$ cat src/rtl/instr_issue_queue.sv
// In-order instruction queue and issue stage: a circular FIFO of 12-bit instructions whose
// head is issued to the load buffer, adder RS or multiplier RS once that unit reports room.
module instr_issue_queue #(
  parameter int DEPTH = 8,
  parameter int CNT_W = $clog2(DEPTH + 1)
) (
  input  logic             clk,
  input  logic             rst,
  input  logic             flush,
  input  logic             in_valid,
  input  logic [11:0]      in_instr,
  output logic             in_ready,
  input  logic             ld_free,
  input  logic             add_free,
  input  logic             mul_free,
  output logic             issue_valid,
  output logic [1:0]       issue_unit,
  output logic [11:0]      issue_instr,
  output logic             illegal,
  output logic [CNT_W-1:0] count,
  output logic [15:0]      issued_total
);

  localparam int PTR_W = $clog2(DEPTH);

  typedef enum logic [1:0] {
    UNIT_LD  = 2'd0,
    UNIT_ADD = 2'd1,
    UNIT_MUL = 2'd2
  } unit_e;

  logic [11:0]      mem [DEPTH];
  logic [PTR_W-1:0] head;
  logic [PTR_W-1:0] tail;
  logic [11:0]      head_instr;
  unit_e            head_unit;
  logic             head_legal;
  logic             head_free;
  logic             do_push;
  logic             do_pop;

  assign head_instr = mem[head];

  // NOTE: every output of a combinational block gets a default first, otherwise
  // the opcodes that hit no case arm would infer latches.
  always_comb begin
    head_unit  = UNIT_LD;
    head_legal = 1'b0;
    head_free  = 1'b0;
    case (head_instr[11:9])
      3'b001: begin
        head_unit  = UNIT_LD;
        head_legal = 1'b1;
        head_free  = ld_free;
      end
      3'b010, 3'b011: begin
        head_unit  = UNIT_ADD;
        head_legal = 1'b1;
        head_free  = add_free;
      end
      3'b100, 3'b101: begin
        head_unit  = UNIT_MUL;
        head_legal = 1'b1;
        head_free  = mul_free;
      end
      default: ;
    endcase
  end

  // No bypass: a full queue refuses the push even if the head pops this cycle.
  assign in_ready = (count < CNT_W'(DEPTH)) && !flush;
  assign do_push  = in_valid && in_ready;
  // Illegal heads are dropped regardless of the free inputs.
  assign do_pop   = (count != '0) && !flush && (!head_legal || head_free);

  // NOTE: the storage array has no reset; count/pointers alone define which
  // entries are live, so stale contents are never observed.
  always_ff @(posedge clk) begin
    if (!rst && do_push) mem[tail] <= in_instr;
  end

  // NOTE: all sequential state uses non-blocking assignments so every register
  // sees the pre-edge values of the others.
  always_ff @(posedge clk) begin
    if (rst) begin
      head         <= '0;
      tail         <= '0;
      count        <= '0;
      issue_valid  <= 1'b0;
      issue_unit   <= 2'd0;
      issue_instr  <= 12'd0;
      illegal      <= 1'b0;
      issued_total <= 16'd0;
    end else if (flush) begin
      head        <= '0;
      tail        <= '0;
      count       <= '0;
      issue_valid <= 1'b0;
      illegal     <= 1'b0;
    end else begin
      if (do_push) tail <= tail + PTR_W'(1);
      if (do_pop)  head <= head + PTR_W'(1);

      case ({do_push, do_pop})
        2'b10:   count <= count + CNT_W'(1);
        2'b01:   count <= count - CNT_W'(1);
        default: count <= count;
      endcase

      issue_valid <= do_pop && head_legal;
      illegal     <= do_pop && !head_legal;
      if (do_pop && head_legal) begin
        issue_unit   <= head_unit;
        issue_instr  <= head_instr;
        issued_total <= issued_total + 16'd1;
      end
    end
  end

endmodule

$ cat config.mk
export PLATFORM = sky130hd
export DESIGN_NAME = instr_issue_queue
export DESIGN_NICKNAME = d
export VERILOG_FILES = /design/src/rtl/instr_issue_queue.sv
export SDC_FILE = /design/constraint.sdc
export NUM_CORES = 1
export LEC_CHECK = 0
export CAP_MARGIN = 15
export CORE_ASPECT_RATIO = 1.4
export CORE_MARGIN = 4
export CORE_UTILIZATION = 55
export CTS_CLUSTER_DIAMETER = 100
export CTS_CLUSTER_SIZE = 10
export DETAILED_ROUTE_END_ITERATION = 10
export PLACE_DENSITY = 0.76
export SLEW_MARGIN = 25
export SYNTH_ARGS = -nofsm -noshare
export SYNTH_HDL_FRONTEND = slang
export SYNTH_SLANG_ARGS = --single-unit
$ cat constraint.sdc
create_clock -name clk -period 6.9 [get_ports clk]
set_input_delay 1.38 -clock clk [delete_from_list [all_inputs] [get_ports clk]]
set_output_delay 1.38 -clock clk [all_outputs]
set_load 0.02 [all_outputs]
After elaboration in Yosys (flattened, before gate mapping):

Memory sizes are Yosys's and may differ from the RTL's. A register that Yosys moved wholly into a read port is not among the register bits.
Index checks and enable logic that the tools add are counted.

* logic and storage cells: 49
* input bits: 19
* register bits after elaboration: 42
* memories: 1
* memory bits (writable): 96
* output and inout bits: 37

* $lt $le $gt $ge: 1
* reduce and logical (&&, ||, !) cells: 18
* add/subtract/negate cells: 5
* bitwise gates (word level): 1
* equality and inequality tests: 7
* multiplexer cells: 8

Memories
* mem: words 8, bits a word 12, read ports 1, clocked after memory_dff 1, write ports 1, RTL line 32 `logic [11:0] mem [DEPTH];`

Operators by type and width (number)
* adder 16 x 1 -> 16 bit, second input constant: 1
* case mux 4 bit (2 select lines): 1
* logical AND 1 bit: 7
* adder 3 x 1 -> 3 bit, second input constant: 2
* == test 3 x 2 -> 1 bit, second input constant: 2
* == test 3 bit, second input constant: 2
* 2-to-1 mux 3 bit: 2
* OR reduction 2 bit: 3
* OR reduction 5 bit: 1
* adder 4 x 1 -> 4 bit, second input constant: 1
* < comparator 4 bit, second input constant: 1
* case mux 2 bit (2 select lines): 1
* nonzero test 4 bit: 1
* subtractor 4 x 1 -> 4 bit, second input constant: 1
* == test 3 x 1 -> 1 bit, second input constant: 1
* zero test 1 bit: 3
* 2-to-1 mux 1 bit: 3
* case mux 1 bit (3 select lines): 1
* == test 2 x 1 -> 1 bit, second input constant: 1
* == test 2 bit, second input constant: 1
* AND reduction 2 bit: 1
* nonzero test 2 bit: 1
* logical OR 1 bit: 1
* inverter 1 bit: 1

Logic depth before layout (Yosys ltp):

* word-level depth: 8
* depth in mapped cells: 17
* depth with buffers taken out: 16

Worst setup path after synthesis:

No wires, ideal clock.

* kind: input-to-reg
* start: in flush
* end: mem mem[0][0], enable pin
* data arrival time: 3.252 ns
* buffers on the path: 0
* stages: 4
* required time: 6.504 ns
* slack: 3.252 ns
* setup time: 0.396 ns
* path through: nor2_1 nand2_1 or3_1 nor3_1

* cells in the longest elaborated chain, start to end: 6

RTL lines
* start: declaration: RTL line 9 `input logic flush,`
* zero test 1 bit: RTL line 71 `assign in_ready = (count < CNT_W'(DEPTH)) && !flush;`
* logical AND 1 bit: RTL line 71
* logical AND 1 bit: RTL line 72 `assign do_push = in_valid && in_ready;`
* logical AND 1 bit: RTL line 79 `if (!rst && do_push) mem[tail] <= in_instr;`
* 2-to-1 mux 1 bit: RTL line 79
* 2-to-1 mux 1 bit (not written as such): RTL line 79
* end: declaration: RTL line 32

No other way between the ends.

==> out/metrics.csv <==
stage,metric,value,unit
detailed_routing,via_count,3280,
final_layout,fill_cells,650,
place,io_buffers,55,
timing,final_max_slew_viol_count,0,
final_layout,finalInstanceArea,6950,um^2
outcome,run_status,completed,
detailed_routing,drc_errors,0,
grt,grt-ovfl-total,0,
place,dp.cells,556,
detailed_routing,viasPerCell,5.59,
detailed_routing,wl,10.8,mm
timing,fmax,0.211,GHz
power_and_ir_drop,peakVddDrop,0.000277,V
final_layout,drive_above_1_share,0.155,
timing,worstMarginPinSlew,0.993,ns
place,placed_area,6350,um^2
place,dp_hpwl,6.85,mm
synth,netlist_area,5610,um^2
detailed_routing,wl_per_cell,18.4,um
clock_network,htreeDepth,4,
timing,skew,0.00991,ns
floorplanning,initial_core_util,0.564,
synth,yosysUniqueCellTypes,40,
timing,finalSetupViolCount,0,
clock_network,clkTransAtPathRegs,0.06,ns
clock_network,clock_sinks,141,
floorplanning,dieArea,11900,um^2
synth,netlist_instances,374,
detailed_routing,first_pass_iters,5,
floorplanning,die_w,93.4,um
worst_setup_path,startpoint_type,flip-flop,
clock_network,cts_tree,built,
worst_setup_path,cp.required,7.23,ns
timing,setup_tns,0,ns
timing,slew_headroom,0.338,
flow_run,drv_cap,0,
detailed_routing,ant_nets,0,
timing,whs,0.454,ns
worst_hold_path,hold_class,flip-flop to flip-flop,
grt,grt_usage,0.194,
grt,grt_pass1_wl,17.1,mm
clock_network,root_buffer,clkbuf_16,
final_layout,n_antenna_cell,0,
final_layout,layout.nets,470,
worst_setup_path,cp.arrival,5.08,ns
timing,rsz0062_at_grt,false,
final_layout,syn_to_final_growth,23.8,%
final_layout,fin_cells,587,
worst_setup_path,endpoint_kind,flip-flop,
synth,yosys_warnings,0,
floorplanning,die_y,128,um
synth,seq_area_frac_synth,0.674,
clock_network,clockBufferDepth,2,
clock_network,cts_made_buffers,17,
worst_setup_path,worstPathMaxFanout,14,
synth,synth-seq-cells,141,
floorplanning,core.rowCount,43,
clock_network,clk_latency,0.41,ns
grt,antenna_found_initial,0,
grt,grt_max_degree,33,
final_layout,final_common_cell,edfxtp_1,
detailed_routing,drt_iter0_markers,217,
clock_network,postCtsHoldBufs,0,
synth,synth_nets,404,
synth,avgSynthCellArea,15.0,um^2
timing,hold_viol_final,0,
floorplanning,ios,56,
clock_network,cts_resized,0,
floorplanning,core-area,9950,um^2
place,gp_congestion,0.807,
power_and_ir_drop,pwr_density_cell,269,nW/um^2
power_and_ir_drop,total_power,1.87,mW
clock_network,post-cts-setup-buffers,0,
final_layout,final_cell_mix,"edfxtp_1 (96), clkdlybuf4s50_1 (55), dfxtp_1 (44)",
grt,grt_pass1_vias,3254,
timing,period_needed,4.74,ns
worst_setup_path,critPathKind,flip-flop to flip-flop,
timing,fin_crit_sh,0.687,
power_and_ir_drop,p_leak,2.26,nW
## path summary, 6_finish.rpt
| check | slack (ns) | endpoint | startpoint | depth (start not counted) |
|---|---|---|---|---|
| max | 2.16 | count[3] | flip-flop | 16 |
| min | 0.45 | issue_instr[11] | issue_instr[11] | 2 |
| max reg2reg | 2.16 | count[3] | flip-flop | 16 |
| min reg2reg | 0.45 | issue_instr[11] | issue_instr[11] | 2 |
## flip-flops by register name (all words and copies together) (netlist names), 2 cells and up, named ones only
| signal | count |
|---|---|
| head | 3 |
| count | 4 |
| tail | 3 |
| issue_unit | 2 |
| issued_total | 16 |
| mem | 96 |
| issue_instr | 12 |
## power breakdown
group,leakage (nW),switching (mW),internal [mW],total (mW)
registers,1.23,0.00242,0.906,0.908
clock network,0.297,0.319,0.598,0.917
logic,0.732,0.0263,0.0203,0.0466
## logic make-up (layout without fill, tap and decap cells)
logic type | count (synthesis) | count (layout) | synth area share
XOR/XNOR | 7 | 7 | 0.0109
multiplexers | 38 | 38 | 0.123
buffers and inverters | 28 | 106 | 0.0212
AND/OR/NAND/NOR | 89 | 89 | 0.0785
AO/OA/AOI/OAI | 60 | 60 | 0.0669
flip-flops | 141 | 141 | 0.674
adder cells (fa/ha/maj) | 11 | 11 | 0.0259
## worst max-delay path, stage by stage (launching register included)
cell	delay [ns]
dfxtp_1	0.70
buf_4	0.41
mux4_2	0.53
mux2_2	0.36
ha_1	0.22
a22oi_1	0.22
nor2b_1	0.36
a211o_1	0.19
a21o_1	0.17
inv_1	0.09
ha_1	0.22
ha_1	0.29
a21o_1	0.17
a21oi_1	0.18
xnor2_1	0.10
or3_1	0.31
a21oi_1	0.14
## synthesized netlist by cell type
cell / instances / area share
ha_1: 10 / 0.022
nand4b_1: 2 / 0.0031
inv_1: 12 / 0.0080
and2_1: 1 / 0.0011
and3_1: 1 / 0.0011
clkbuf_1: 9 / 0.0060
a211o_1: 1 / 0.0016
mux2_2: 2 / 0.0040
a22oi_1: 1 / 0.0013
edfxtp_1: 96 / 0.51
nand3_1: 7 / 0.0062
buf_2: 5 / 0.0045
o41a_1: 1 / 0.0020
nor2b_1: 1 / 0.0011
and4_1: 1 / 0.0016
mux2i_1: 11 / 0.020
buf_6: 1 / 0.0020
nand2b_1: 3 / 0.0033
dfxtp_1: 45 / 0.16
or4_1: 5 / 0.0067
mux4_2: 24 / 0.096
xnor2_1: 3 / 0.0047
a211oi_1: 10 / 0.013
o31ai_1: 5 / 0.0067
o41ai_2: 1 / 0.0029
o21ai_0: 11 / 0.0098
o211a_1: 1 / 0.0018
buf_1: 1 / 0.00067
fa_1: 1 / 0.0036
nor3_1: 5 / 0.0045
nand4_1: 5 / 0.0056
or3_1: 9 / 0.010
nand4bb_1: 1 / 0.0020
a21o_1: 2 / 0.0027
o41ai_1: 1 / 0.0016
a21oi_1: 26 / 0.023
nor2_1: 31 / 0.021
nand2_1: 17 / 0.011
mux2_4: 1 / 0.0027
xor2_1: 4 / 0.0062
## metrics by stage
stage,util,setup slack (ns)
floorplan,-,3.25
global placement,0.636,2.31
detailed placement,0.638,2.17
CTS,0.698,2.10
global route,0.698,1.72
finish,0.698,2.16
## routing by layer
metal | global-route usage | vias up | part of all wire
met5 | 0 | - | 0
met4 | 0.0759 | 0 | 0.011
met3 | 0.0489 | 10 | 0.048
met2 | 0.336 | 85 | 0.53
met1 | 0.229 | 1604 | 0.41
li1 | - | 1581 | -
## final cells by class
class                           instances  area, um^2  area share
Clock buffer                           18         429      0.0618
Timing Repair Buffer                   63         611      0.0879
Multi-Input combinational cell        205        1740       0.250
Clock inverter                         13         174      0.0250
Inverter                               12        45.0     0.00648
Tap cell                              135         169      0.0243
Sequential cell                       141        3780       0.545
Note: power is estimated with default switching activity, not from simulation.
